--- config.mk ---
export PLATFORM = sky130hd
export DESIGN_NAME = alu_seq
export DESIGN_NICKNAME = d
export VERILOG_FILES = /design/src/rtl/alu_pkg.sv /design/src/rtl/alu_cmd_fifo.sv /design/src/rtl/alu_seq.sv
export SDC_FILE = /design/constraint.sdc
export NUM_CORES = 1
export LEC_CHECK = 0
export BUFFER_PORTS_ARGS = -buffer_cell sky130_fd_sc_hd__buf_2
export CORE_MARGIN = 3
export CORE_UTILIZATION = 30
export CTS_CLUSTER_DIAMETER = 30
export CTS_CLUSTER_SIZE = 28
export DETAILED_ROUTE_END_ITERATION = 7
export GPL_TIMING_DRIVEN = 0
export PLACE_DENSITY = 0.53
export SYNTH_ARGS = -nofsm -noshare
export SYNTH_HDL_FRONTEND = slang
export SYNTH_HIERARCHICAL = 1
export SYNTH_SLANG_ARGS = --single-unit
--- constraint.sdc ---
create_clock -name clk -period 4.4 [get_ports clk]
set_input_delay 0.44 -clock clk [delete_from_list [all_inputs] [get_ports clk]]
set_output_delay 0.44 -clock clk [all_outputs]
set_load 0.05 [all_outputs]
--- src/rtl/alu_pkg.sv ---
// Shared types for the sequenced ALU driver:
// opcode encodings, opcode type and controller states.
package alu_pkg;

   localparam int OPCODE_W   = 3;
   localparam int FIFO_DEPTH = 4;
   localparam int CNT_W      = 4;

   typedef enum logic [OPCODE_W-1:0] {
      OP_UADD = 3'b000,
      OP_SADD = 3'b001,
      OP_USUB = 3'b010,
      OP_SSUB = 3'b011,
      OP_AND  = 3'b100,
      OP_OR   = 3'b101,
      OP_XOR  = 3'b110,
      OP_SHR1 = 3'b111
   } opcode_t;

   typedef enum logic [1:0] {
      S_IDLE,
      S_SETTLE,
      S_RESP
   } state_t;

endpackage

--- src/rtl/alu_cmd_fifo.sv ---
// Four-entry command queue; ready/empty come from the
// registered count only, so a push while full is dropped.
module alu_cmd_fifo
   import alu_pkg::*;
#(
   parameter int WIDTH = 8
) (
   input  logic             clk,
   input  logic             reset,
   input  logic             push,
   input  logic             pop,
   input  logic [WIDTH-1:0] wdata,
   output logic [WIDTH-1:0] rdata,
   output logic             ready,
   output logic             empty
);

   localparam logic [2:0] FULL_CNT = 3'(FIFO_DEPTH);

   logic [WIDTH-1:0] mem [FIFO_DEPTH];
   logic [1:0]       wr_ptr;
   logic [1:0]       rd_ptr;
   logic [2:0]       count;
   logic             do_push;
   logic             do_pop;

   assign ready   = (count != FULL_CNT);
   assign empty   = (count == 3'd0);
   assign do_push = push && ready;
   assign do_pop  = pop && !empty;
   assign rdata   = mem[rd_ptr];

   // Pointers wrap naturally at depth 4; count tracks occupancy 0..4.
   always_ff @(posedge clk) begin
      if (reset) begin
         wr_ptr <= 2'd0;
         rd_ptr <= 2'd0;
         count  <= 3'd0;
      end else begin
         if (do_push) wr_ptr <= wr_ptr + 2'd1;
         if (do_pop)  rd_ptr <= rd_ptr + 2'd1;
         unique case ({do_push, do_pop})
            2'b10:   count <= count + 3'd1;
            2'b01:   count <= count - 3'd1;
            default: count <= count;
         endcase
      end
   end

   // Storage needs no reset; the count makes stale entries invisible.
   always_ff @(posedge clk) begin
      if (do_push) mem[wr_ptr] <= wdata;
   end

endmodule

--- src/rtl/alu_seq.sv ---
// Queues ALU commands, drives an external ALU, waits SETTLE cycles,
// captures its result. Optional ALU_SEQ_STICKY_EN adds sticky flags.
module alu_seq
   import alu_pkg::*;
#(
   parameter int NUMBITS = 16,
   parameter int SETTLE  = 1
) (
   input  logic               clk,
   input  logic               reset,
   input  logic               cmd_valid,
   output logic               cmd_ready,
   input  logic [2:0]         cmd_opcode,
   input  logic [NUMBITS-1:0] cmd_a,
   input  logic [NUMBITS-1:0] cmd_b,
   input  logic               cmd_chain,
   output logic [2:0]         alu_opcode,
   output logic [NUMBITS-1:0] alu_a,
   output logic [NUMBITS-1:0] alu_b,
   input  logic [NUMBITS-1:0] alu_result,
   input  logic               alu_carryout,
   input  logic               alu_overflow,
   input  logic               alu_zero,
   output logic               rsp_valid,
   input  logic               rsp_ready,
   output logic [NUMBITS-1:0] rsp_result,
   output logic               rsp_carryout,
   output logic               rsp_overflow,
   output logic               rsp_zero,
   output logic               busy
`ifdef ALU_SEQ_STICKY_EN
   ,
   input  logic               sticky_clr,
   output logic               sticky_carry,
   output logic               sticky_ovf
`endif
);

   localparam int ENTRY_W = OPCODE_W + 2 * NUMBITS + 1;
   localparam logic [CNT_W-1:0] SETTLE_LD = CNT_W'(SETTLE);

   logic [ENTRY_W-1:0] wdata;
   logic [ENTRY_W-1:0] rdata;
   logic               fifo_empty;
   logic               pop;
   logic               capture;

   opcode_t            head_op;
   logic [NUMBITS-1:0] head_a;
   logic [NUMBITS-1:0] head_b;
   logic               head_chain;

   state_t             state;
   logic [CNT_W-1:0]   cnt;
   logic [NUMBITS-1:0] prev_result;

   assign wdata = {cmd_opcode, cmd_a, cmd_b, cmd_chain};

   assign head_op    = opcode_t'(rdata[ENTRY_W-1 -: OPCODE_W]);
   assign head_a     = rdata[2*NUMBITS -: NUMBITS];
   assign head_b     = rdata[NUMBITS -: NUMBITS];
   assign head_chain = rdata[0];

   assign pop     = (state == S_IDLE) && !fifo_empty;
   assign capture = (state == S_SETTLE) && (cnt == CNT_W'(1));

   alu_cmd_fifo #(
      .WIDTH (ENTRY_W)
   ) u_fifo (
      .clk   (clk),
      .reset (reset),
      .push  (cmd_valid),
      .pop   (pop),
      .wdata (wdata),
      .rdata (rdata),
      .ready (cmd_ready),
      .empty (fifo_empty)
   );

   // Controller: pop and drive the ALU, count down, capture, hand off.
   always_ff @(posedge clk) begin
      if (reset) begin
         state        <= S_IDLE;
         busy         <= 1'b0;
         cnt          <= '0;
         alu_opcode   <= '0;
         alu_a        <= '0;
         alu_b        <= '0;
         rsp_valid    <= 1'b0;
         rsp_result   <= '0;
         rsp_carryout <= 1'b0;
         rsp_overflow <= 1'b0;
         rsp_zero     <= 1'b0;
         prev_result  <= '0;
      end else begin
         unique case (state)
            S_IDLE: begin
               if (pop) begin
                  alu_opcode <= head_op;
                  alu_a      <= head_chain ? prev_result : head_a;
                  alu_b      <= head_b;
                  cnt        <= SETTLE_LD;
                  busy       <= 1'b1;
                  state      <= S_SETTLE;
               end
            end
            S_SETTLE: begin
               if (capture) begin
                  rsp_result   <= alu_result;
                  rsp_carryout <= alu_carryout;
                  rsp_overflow <= alu_overflow;
                  rsp_zero     <= alu_zero;
                  prev_result  <= alu_result;
                  rsp_valid    <= 1'b1;
                  state        <= S_RESP;
               end else begin
                  cnt <= cnt - CNT_W'(1);
               end
            end
            S_RESP: begin
               if (rsp_ready) begin
                  rsp_valid <= 1'b0;
                  busy      <= 1'b0;
                  state     <= S_IDLE;
               end
            end
            default: begin
               state <= S_IDLE;
               busy  <= 1'b0;
            end
         endcase
      end
   end

`ifdef ALU_SEQ_STICKY_EN
   // Sticky flags accumulate captured flags; a set wins over a clear.
   always_ff @(posedge clk) begin
      if (reset) begin
         sticky_carry <= 1'b0;
         sticky_ovf   <= 1'b0;
      end else begin
         sticky_carry <= (sticky_carry && !sticky_clr)
                         || (capture && alu_carryout);
         sticky_ovf   <= (sticky_ovf && !sticky_clr)
                         || (capture && alu_overflow);
      end
   end
`endif

endmodule

Word-level counts from Yosys, hierarchy flattened
Memory sizes are Yosys's and may differ from the RTL's. A register that Yosys moved wholly into a read port is not among the register bits.
Index checks and enable logic that the tools add are counted.
W data, S select, Z words.
{"block": "totals", "ff_bits": 69, "ram_bits": 144, "in_bits": 59, "out_inout_bits": 57, "word_cells": 65, "n_memories": 1}
{"name": "u_fifo.mem", "depth": 4, "word_bits": 36, "rd": 1, "rd_clocked_by_memory_dff": 1, "write_ports": 1, "line_no": "alu_cmd_fifo.sv:20", "text": "logic [WIDTH-1:0] mem [FIFO_DEPTH];"}
{"block": "classes", "n_addsub": 5, "n_eq_ne": 10, "muxes": 18, "n_bitwise": 1, "n_reduce_logical": 16}
{"op": "$mux W16", "n": 1}
{"op": "$reduce_and A3 Y1", "n": 4}
{"op": "$mux W2", "n": 5}
{"op": "$mux W4", "n": 2}
{"op": "$pmux W4 S2", "n": 1}
{"op": "$ne A2 B2 Y1 const B", "n": 3}
{"op": "$pmux W2 S3", "n": 1}
{"op": "$pmux W3 S2", "n": 1}
{"op": "$reduce_bool A2 Y1", "n": 3}
{"op": "$mux W1", "n": 5}
{"op": "$add A2 B1 Y2 const B", "n": 2}
{"op": "$eq A2 B1 Y1 const B", "n": 2}
{"op": "$eq A2 B2 Y1 const B", "n": 2}
{"op": "$eq A4 B1 Y1 const B", "n": 1}
{"op": "$logic_and A1 B1 Y1", "n": 4}
{"op": "$reduce_and A2 Y1", "n": 2}
{"op": "$sub A4 B1 Y4 const B", "n": 1}
{"op": "$add A3 B1 Y3 const B", "n": 1}
{"op": "$logic_not A3 Y1", "n": 1}
{"op": "$ne A3 B3 Y1 const B", "n": 1}
{"op": "$pmux W1 S3", "n": 1}
{"op": "$sub A3 B1 Y3 const B", "n": 1}
{"op": "$logic_not A2 Y1", "n": 1}
{"op": "$ne A2 B1 Y1 const B", "n": 1}
{"op": "other kinds (3)", "n": 3}

Longest topological paths before layout
Gate-level depths: netlist (run 1).
{"block": "depth", "depth_word": 6, "mapped_depth": 13, "mapped_depth_nobuf": 11}

Modules after synthesis
Netlist (run 1), hierarchy kept.
{"module": "alu_cmd_fifo", "n_inst": 1, "cells_per_inst": 242, "area_each_um2": 5725.5, "seq_area_each_um2": 4504.3}
{"module": "alu_seq", "n_inst": 1, "cells_per_inst": 283, "area_each_um2": 2466.1, "seq_area_each_um2": 1241.2}

Worst setup path before layout (run 1)
OpenSTA, ideal clock, no wires.
{"block": "synth_timing", "path_type": "register to register", "startpoint": "register u_fifo.count[2]", "endpoint": "register u_fifo.count[2]", "setup_ns": 0.070, "t_arrival_ns": 2.479, "required_ns": 4.330, "path_slack_ns": 1.851, "stages_incl_launch_ff": 14, "path_buffers": 2, "period_less_slack_ns": 2.549, "path_cell_list": "dfxtp_1 > nor3_1 > or3_4 > inv_2 > buf_6 > buf_4 > o31ai_1 > inv_1 > ha_1 > inv_1 > fa_1 > xor2_1 > or3_1 > a21oi_1"}
{"block": "synth_between", "elab_chain_len": 6, "word_cells_on_any_way": 12, "cone_classes": "add/sub (2); eq/ne (3); mux (1); reduce/logical (6)"}
{"item": "from (decl)", "line_no": "alu_cmd_fifo.sv:23", "text": "logic [2:0] count;"}
{"item": "from (signal assigned)", "line_no": "alu_cmd_fifo.sv:43", "text": "2'b10: count <= count + 3'd1;"}
{"item": "from (signal assigned)", "line_no": "alu_cmd_fifo.sv:44", "text": "2'b01: count <= count - 3'd1;"}
{"item": "from (signal assigned)", "line_no": "alu_cmd_fifo.sv:45", "text": "default: count <= count;"}
{"item": "$logic_not A3 Y1 (*)", "line_no": "alu_cmd_fifo.sv:28", "text": "assign empty = (count == 3'd0);"}
{"item": "via fifo_empty", "line_no": "alu_seq.sv:44", "text": "logic fifo_empty;"}
{"item": "$logic_not A1 Y1 (*)", "line_no": "alu_seq.sv:64", "text": "assign pop = (state == S_IDLE) && !fifo_empty;"}
{"item": "$logic_and A1 B1 Y1 (*)", "line_no": "alu_seq.sv:64"}
{"item": "via pop", "line_no": "alu_seq.sv:45", "text": "logic pop;"}
{"item": "$logic_and A1 B1 Y1 (*)", "line_no": "alu_cmd_fifo.sv:30", "text": "assign do_pop = pop && !empty;"}
{"item": "via u_fifo.do_pop", "line_no": "alu_cmd_fifo.sv:25", "text": "logic do_pop;"}
{"item": "$eq A2 B1 Y1 / $eq A2 B2 Y1 (equally long branches)", "line_no": "alu_cmd_fifo.sv:42", "text": "unique case ({do_push, do_pop})"}
{"item": "$pmux W3 S2 / $reduce_bool A2 Y1 (equally long branches)"}
The timed path passes the listed nets; every way through them passes the cells marked *.
A chain may end at the register's enable or synchronous reset.

Worst setup path after layout (run 1)
{"block": "layout_timing", "startpoint": "register u_fifo.count[0]", "endpoint": "register u_fifo.count[2]"}
Same word-level chain as after synthesis.

==> impl_metrics.json, run 1 <==
{
  "cts_root_buf": "clkbuf_16",
  "synth-edff-count": 144,
  "cts_buffers": 48,
  "required_ps": 4830,
  "postCtsHoldBufs": 0,
  "yosys_register_bits": 215,
  "synth.top_cells.by_count": "edfxtp_1, nand2_1, dfxtp_1",
  "dp_hpwl_um": 13700,
  "synthArstFlopShare": 0,
  "worst_slew_pin_slew_ps": 713,
  "status": "completed",
  "die_area_um2": 29300,
  "portBuffers": 114,
  "instances_no_fill": 1069,
  "synth_flop_cell": "edfxtp_1",
  "syn_area_um2": 8190,
  "grt_pass1_wl_um": 30100,
  "grt_usage": 0.137,
  "crit_fanout": 11,
  "die_h_um": 171,
  "slew_headroom": 0.524,
  "end_kind": "flop",
  "fin_tns_setup_ps": 0,
  "max_freq_mhz": 332,
  "synth_fp_nets": 592,
  "fin_crit_ps": 3010,
  "fill_cells": 2452,
  "arrival_ps": 3440,
  "yosysSeqAreaShare": 0.701,
  "drt-initial-drc-count": 193,
  "cts_resized": 0,
  "pin_count": 116,
  "cts_tree": "built",
  "drcViolationCount": 0,
  "report.final.hold_viol_count": 0,
  "placed_cells": 978,
  "antenna_found_initial": 3,
  "path_clk_slew_ps": 50,
  "path_class": "reg2reg",
  "grt-ovfl-total": 0,
  "coreArea_um2": 26400,
  "vias_per_cell": 4.62,
  "yosys_warnings": 6,
  "wl_um": 20300,
  "wire_per_inst_um": 19.0,
  "nNetsFinal": 760,
  "htreeDepth": 2,
  "power.density_nw_per_um2": 752,
  "avgSynthCellArea_um2": 15.6,
  "dr.pass1.iters": 4,
  "clockBufferDepth": 3,
  "startpoint_type": "flop",
  "cts_sinks": 215,
  "clk_latency_ps": 520,
  "post-synth-top-count-cell": "edfxtp_1",
  "yosysUniqueCellTypes": 40,
  "die_x_um": 171,
  "row_count": 59,
  "vias": 4934,
  "setup_viol": 0,
  "yosys-top-cells-area": "edfxtp_1, dfxtp_1, mux4_2",
  "postSynthCellCount": 525,
  "rsz0062_at_grt": "false",
  "r2r_cells": 13,
  "fin_crit_sh": 0.684,
  "grt_max_degree": 29,
  "drive_above_1_share": 0.352,
  "drv_slew": 0,
  "ir_drop_uv": 437,
  "yosysTopAreaCellShare": 0.528,
  "area_growth_pct": 31.8,
  "min_path_type": "in2reg",
  "power.leakage_uw": 0.00399,
  "grt_pass1_vias": 5196,
  "start_util": 0.310,
  "maxCapViolations": 0,
  "drtAntennaViolNets": 0,
  "gp_congestion": 0.773,
  "cts_setup_buffers": 0,
  "min_path_cells": 1,
  "yosys.area.top_type": "edfxtp_1",
  "skew_ps": 18.1
}
==> worst paths after layout <==
check | start | to | slack, ps
worst max-delay path | u_fifo/count[0]$_SDFFE_PP0P_ | u_fifo/count[2]$_SDFFE_PP0P_ | 1390
worst min-delay path | cmd_opcode[1] | u_fifo/mem[1][34]$_DFFE_PP_ | 130
worst max register to register | u_fifo/count[0]$_SDFFE_PP0P_ | u_fifo/count[2]$_SDFFE_PP0P_ | 1390
worst min register to register | alu_b[12]$_SDFFE_PP0P_ | alu_b[12]$_SDFFE_PP0P_ | 460
==> power by group <==
part | switching (µW) | total (µW) | internal, µW
logic | 1450 | 2170 | 721
registers | 166 | 2660 | 2500
clock network | 1040 | 3280 | 2240
total | 2660 | 8120 | 5460
==> final cells by class <==
class	instances	area, µm²	share of cell area
Buffer	30	228	0.0211
Antenna cell	2	5.00	0.000464
Timing Repair Buffer	118	651	0.0603
Clock buffer	63	1270	0.117
Clock inverter	26	258	0.0239
Sequential cell	215	5750	0.532
Inverter	13	48.8	0.00452
Multi-Input combinational cell	267	2170	0.201
Tap cell	335	419	0.0388
==> cells in the final DEF, fill, tap and decap left out, types with 5 or more instances in the layout <==
cell type,synthesis,routed
mux4_2,30,30
nor2_1,23,23
buf_2,7,121
mux2i_1,17,17
nand2b_1,5,5
edfxtp_1,144,144
clkinv_1,0,7
clkinv_2,0,6
nand2_1,81,81
clkbuf_16,0,48
a211oi_1,13,13
clkbuf_1,10,24
inv_1,12,12
dfxtp_1,71,71
mux4_1,6,6
buf_12,3,7
ha_1,7,7
a21oi_1,44,44
==> critical path: stages, from the launching register on <==
cell     delay [ps]
dfxtp_1         420
nor3_1          150
or3_4           380
inv_2            80
buf_6           160
buf_4           240
o31ai_1         150
inv_1            80
ha_1            170
inv_1            60
fa_1            390
xor2_1          160
or3_1           310
a21oi_1         170
==> state kept, by name, summed over array words and instances (netlist names), named ones only <==
name	flops
u_fifo/mem	144
alu_a	16
alu_b	16
prev_result	16
cnt	4
alu_opcode	3
u_fifo/count	3
state	2
u_fifo/rd_ptr	2
u_fifo/wr_ptr	2
busy	1
rsp_carryout	1
rsp_overflow	1
rsp_valid	1
rsp_zero	1
==> per-stage QoR <==
step	setup WS [ps]	util	area [µm²]	power, µW	hold slack, ps
2_1_floorplan	1850	-	8190	4280	459
3_3_place_gp	1390	0.347	9180	4840	443
3_5_place_dp	1410	0.351	9270	4920	450
4_1_cts	1380	0.408	10800	8230	105
5_1_grt	1240	0.408	10800	8520	110
6_report	1390	0.409	10800	8120	129
==> cells by family after synthesis <==
kind of cell / count (synthesis) / synth area share
xor+xnor: 3 / 0.00321
mux: 55 / 0.125
buf+inv: 43 / 0.0338
fa+ha+maj: 8 / 0.0131
flops: 215 / 0.701
simple gates: 130 / 0.0687
compound gates: 71 / 0.0545
==> routing by layer <==
layer / wire [µm] / up-vias / global-route usage
met5: 47 / - / 0
met4: 393 / 6 / 0.0462
met3: 1350 / 38 / 0.0446
met2: 10100 / 143 / 0.237
met1: 8370 / 2429 / 0.162
li1: - / 2318 / -
Power figures use the tool's default switching activity.
==> inputs of run 2 (changes only) <==
- clock period: 4.4 -> 2.9 ns (I/O delays scaled with it)
==> run 2 against run 1 <==
  * Combinational power rose by 54%
  * Highest routed layer is now met4
  * Final cell count rose by 3.1%
  * First-iteration DRC count grew 27%
  * Clock power increased by 52%
  * Global-route usage increased by 0.10 points
  * Largest power group unchanged
  * Fmax grew 9.3%
==> impl_metrics.json, run 2 (same netlist as run 1, synthesis figures left out) <==
{
  "status": "completed",
  "cts_tree": "built",
  "multi_input_area_um2": 2170,
  "largest_reg_flops": 144,
  "internal_power_uw": 8330,
  "p_comb_frac": 0.270,
  "cts_root_buf": "clkbuf_16",
  "path_clk_slew_ps": 40,
  "gp_congestion": 0.773,
  "slowest_stage": "dfxtp_1",
  "coreArea_um2": 26400,
  "r2r-end": "u_fifo/count[2]$_SDFFE_PP0P_",
  "p_total_uw": 12400,
  "use_met2": 0.242,
  "slew_headroom": 0.537,
  "r2r-start": "u_fifo/count[1]$_SDFFE_PP0P_",
  "row_count": 59,
  "met1_usage": 0.165,
  "critPathMostFrequentCell": "inv_1",
  "path_delay_family": "simple AND/OR/NAND/NOR gates",
  "layout_common_cells": "edfxtp_1, buf_2, nand2_1",
  "critical-path-max-stage-delay_ps": 400,
  "clk_latency_ps": 520,
  "die_h_um": 171,
  "crit_fanout": 20,
  "die_x_um": 171,
  "power.leakage_uw": 0.00413,
  "arrival_ps": 3180,
  "area_growth_pct": 36.1,
  "use_met3": 0.0384,
  "startpoint_type": "flop",
  "nNetsFinal": 794,
  "antenna_found_initial": 1,
  "drtAntennaViolNets": 0,
  "skew_ps": 17.7,
  "wl_um": 20400,
  "htreeDepth": 2,
  "crit_cells": 12,
  "layout_commonest_cell": "edfxtp_1",
  "rsz0062_at_grt": "false",
  "max_freq_mhz": 363,
  "p_sw_frac": 0.327,
  "fin_tns_setup_ps": 0,
  "maxCapViolations": 0,
  "cp-endpoint": "u_fifo/count[2]$_SDFFE_PP0P_",
  "dp_hpwl_um": 13700,
  "fill_cells": 2443,
  "path_class": "reg2reg",
  "grt_usage": 0.138,
  "clockPowerShare": 0.403,
  "drt-initial-drc-count": 246,
  "seq_area_um2": 5750,
  "die_area_um2": 29300,
  "min_path_type": "in2reg",
  "largest_register": "u_fifo/mem",
  "ir_drop_uv": 663,
  "power.density_nw_per_um2": 1110,
  "end_kind": "flop",
  "switching_power_uw": 4040,
  "r2r_slack_ps": 150,
  "grt_pass1_wl_um": 30500,
  "start_util": 0.310,
  "wire_per_inst_um": 18.5,
  "r2r_cells": 12,
  "clockBufferDepth": 3,
  "drive_above_1_share": 0.338,
  "fin_crit_ps": 2750,
  "dr.pass1.iters": 4,
  "busiest_layer": "met2",
  "cts_buffers": 48,
  "drcViolationCount": 0,
  "cts_sinks": 215,
  "setup_viol": 0,
  "grt_pass1_vias": 5392,
  "cp.buffers_inverters": 4,
  "vias_per_cell": 4.63,
  "cp_cell_sequence": "nor3_1, or3_4, inv_2, buf_12, o31ai_1, inv_1, ha_1, inv_1, fa_1, xor2_1, or3_1, a21oi_1",
  "p_seq_frac": 0.327,
  "grt_max_degree": 29,
  "drv_slew": 0,
  "vias": 5100,
  "finalInstanceArea_um2": 11100,
  "fin_crit_sh": 0.949,
  "grt-ovfl-total": 0,
  "portBuffers": 114,
  "pin_count": 116,
  "worst_slew_pin_slew_ps": 695,
  "crit_path_start": "u_fifo/count[1]$_SDFFE_PP0P_",
  "dpl-instance-area_um2": 9270,
  "required_ps": 3330,
  "report.final.hold_viol_count": 0
}
==> run 2: cell count changes in the layout (fill, tap and decap cells not counted), sizes merged <==
cell and delta:
dlygate4sd3 +35, diode -1, buf -1
==> run 2: power by group through the flow <==
stage	clock (µW)	sequential, µW	combinational [µW]
floorplan	0	4890	1600
global placement	0	4080	3260
detailed placement	0	4090	3370
CTS	5070	4050	3390
global route	5260	4090	3620
finish	4980	4050	3340
==> run 2: area by class of cell <==
cell class,instances,area share
clock buffer,63,0.114
inverter,13,0.00438
sequential,215,0.516
multi-input combinational,267,0.195
timing repair buffer,153,0.0898
antenna,1,0.000224
buffer,29,0.0205
clock inverter,26,0.0231
tap,335,0.0376
==> run 2: repair_timing <==
action / CTS / global route
gates resized for setup: 0 / 4
setup buffers: 0 / 0
hold buffers: 35 / 0
endpoints found under the hold margin: 140 / 0
setup endpoints to repair: 1 / 1
==> run 2: per-layer routing <==
layer / vias to the layer above / wire length [µm]
met4: 0 / 391
met3: 31 / 1290
met2: 152 / 10200
li1: 2388 / -
met5: - / 0
met1: 2529 / 8460
==> run 2: worst min-delay path by stage <==
stage,from,to,slack (ps),cells past startpoint
2_1_floorplan,cmd_chain,u_fifo/mem[0][0]$_DFFE_PP_,390,0
3_3_place_gp,alu_b[12]$_SDFFE_PP0P_,alu_b[12]$_SDFFE_PP0P_,440,2
3_5_place_dp,alu_b[6]$_SDFFE_PP0P_,alu_b[6]$_SDFFE_PP0P_,450,2
4_1_cts,alu_result[4],prev_result[4]$_SDFFE_PP0P_,0.5,3
5_1_grt,cmd_a[2],u_fifo/mem[3][19]$_DFFE_PP_,10,1
6_report,cmd_a[2],u_fifo/mem[0][19]$_DFFE_PP_,10,1
==> run 2: metrics by stage <==
step / hold WS [ps] / util / worst slack [ps] / cells
2_1_floorplan: 389 / - / 351 / 525
3_3_place_gp: 443 / 0.347 / -41.4 / 974
3_5_place_dp: 450 / 0.351 / -92.3 / 978
4_1_cts: 0.533 / 0.421 / 28.6 / 1101
5_1_grt: 10.5 / 0.422 / 7.21 / 1102
6_report: 11.2 / 0.422 / 147 / 1102
==> inputs of run 3 (changes only) <==
- SETUP_SLACK_MARGIN: default -> 0.15
==> run 3 against run 2 <==
  * Final area rose by 0.56%
  * Die area did not move
  * Register-to-register slack improved by 130 ps
  * Combinational power rose by 3%
  * Setup slack improved by 130 ps
  * Critical endpoint unchanged
  * Largest power group unchanged
==> impl_metrics.json, run 3 (same netlist as run 1, synthesis figures left out) <==
{
  "end_kind": "flop",
  "grt-ovfl-total": 0,
  "coreArea_um2": 26400,
  "maxCapViolations": 0,
  "row_count": 59,
  "placed_cells": 978,
  "start_util": 0.310,
  "dr.pass1.iters": 4,
  "die_x_um": 171,
  "gp_congestion": 0.773,
  "htreeDepth": 2,
  "wl_um": 20500,
  "setup_viol": 0,
  "fin_crit_sh": 0.904,
  "drv_slew": 0,
  "drtAntennaViolNets": 0,
  "max_freq_mhz": 381,
  "drive_above_1_share": 0.349,
  "grt_pass1_vias": 5406,
  "arrival_ps": 3050,
  "die_h_um": 171,
  "rsz0062_at_grt": "false",
  "grt_pass1_wl_um": 30700,
  "cts_sinks": 215,
  "crit_fanout": 10,
  "antenna_found_initial": 1,
  "instances_no_fill": 1105,
  "drt-initial-drc-count": 213,
  "drcViolationCount": 0,
  "grt_max_degree": 29,
  "nNetsFinal": 797,
  "layout_common_cells": "edfxtp_1, buf_2, nand2_1",
  "fin_tns_setup_ps": 0,
  "vias": 5102,
  "skew_ps": 17.8,
  "pin_count": 116,
  "die_area_um2": 29300,
  "vias_per_cell": 4.62,
  "worst_slew_pin_slew_ps": 698,
  "report.final.hold_viol_count": 0,
  "largest_register": "u_fifo/mem",
  "cts_tree": "built",
  "ir_drop_uv": 664,
  "largest_reg_flops": 144,
  "grt_usage": 0.139,
  "finish.utilization": 0.424,
  "required_ps": 3330,
  "status": "completed",
  "layout_commonest_cell": "edfxtp_1",
  "startpoint_type": "flop",
  "p_total_uw": 12500,
  "wire_per_inst_um": 18.6,
  "dp_hpwl_um": 13700,
  "path_clk_slew_ps": 40,
  "clockBufferDepth": 3,
  "slew_headroom": 0.534,
  "hold_ws_ps": 11.2,
  "power.density_nw_per_um2": 1110,
  "path_class": "reg2reg",
  "min_path_type": "in2reg",
  "area_growth_pct": 36.9,
  "cts_root_buf": "clkbuf_16",
  "power.leakage_uw": 0.00415,
  "fin_crit_ps": 2620,
  "portBuffers": 114,
  "cts_buffers": 48,
  "clk_latency_ps": 520
}
run 3: path summary, 6_finish.rpt:
| path | start | to | slack [ps] | depth (start not counted) |
|---|---|---|---|---|
| hold reg to reg | alu_b[12]$_SDFFE_PP0P_ | alu_b[12]$_SDFFE_PP0P_ | 450 | 2 |
| setup / recovery | u_fifo/count[2]$_SDFFE_PP0P_ | u_fifo/count[2]$_SDFFE_PP0P_ | 280 | 13 |
| setup reg to reg | u_fifo/count[2]$_SDFFE_PP0P_ | u_fifo/count[2]$_SDFFE_PP0P_ | 280 | 13 |
| hold / removal | cmd_a[2] | u_fifo/mem[0][19]$_DFFE_PP_ | 10 | 1 |
run 3: what timing repair did:
action	4_1_cts	5_1_grt
endpoints found under the setup margin	2	1
hold buffers	35	0
endpoints found under the hold margin	140	0
gates resized for setup	12	4
buffers inserted	0	2
run 3: metrics by stage:
| stage | worst slack, ps | instance area, µm² |
|---|---|---|
| after detailed placement | -92.3 | 9270 |
| after global routing | 158 | 11200 |
| after global placement | -41.4 | 9180 |
| final | 278 | 11200 |
| after CTS | 161 | 11200 |
| after floorplan | 351 | 8190 |
run 3: layer usage:
layer,vias up,part of all wire,track usage
met5,-,0,0
met4,0,0.019,0.0469
met3,32,0.059,0.0384
met2,153,0.50,0.244
met1,2528,0.42,0.166
li1,2389,-,-
run 3: cell type report:
cell class,instances,area [µm²]
Clock buffer,63,1270
Sequential cell,215,5760
Clock inverter,26,258
Tap cell,335,419
Fill cell,2440,15200
Buffer,30,249
Multi-Input combinational cell,267,2190
Timing Repair Buffer,155,1020
Inverter,13,48.8
Antenna cell,1,2.50
run 3: critical path: stages (launching register included):
cell and delay, ps:
dfxtp_4 380, nor3_2 80, or3_4 370, inv_2 90, buf_12 140, buf_12 120
o31ai_2 80, inv_1 70, ha_2 170, inv_1 60, fa_2 340, xor2_1 150
or3_1 330, a21oi_2 150
run 3: where the power goes:
part           internal (µW)  switching (µW)
sequential              3800             257
combinational           1210            2240
clock                   3400            1580
total                   8410            4070
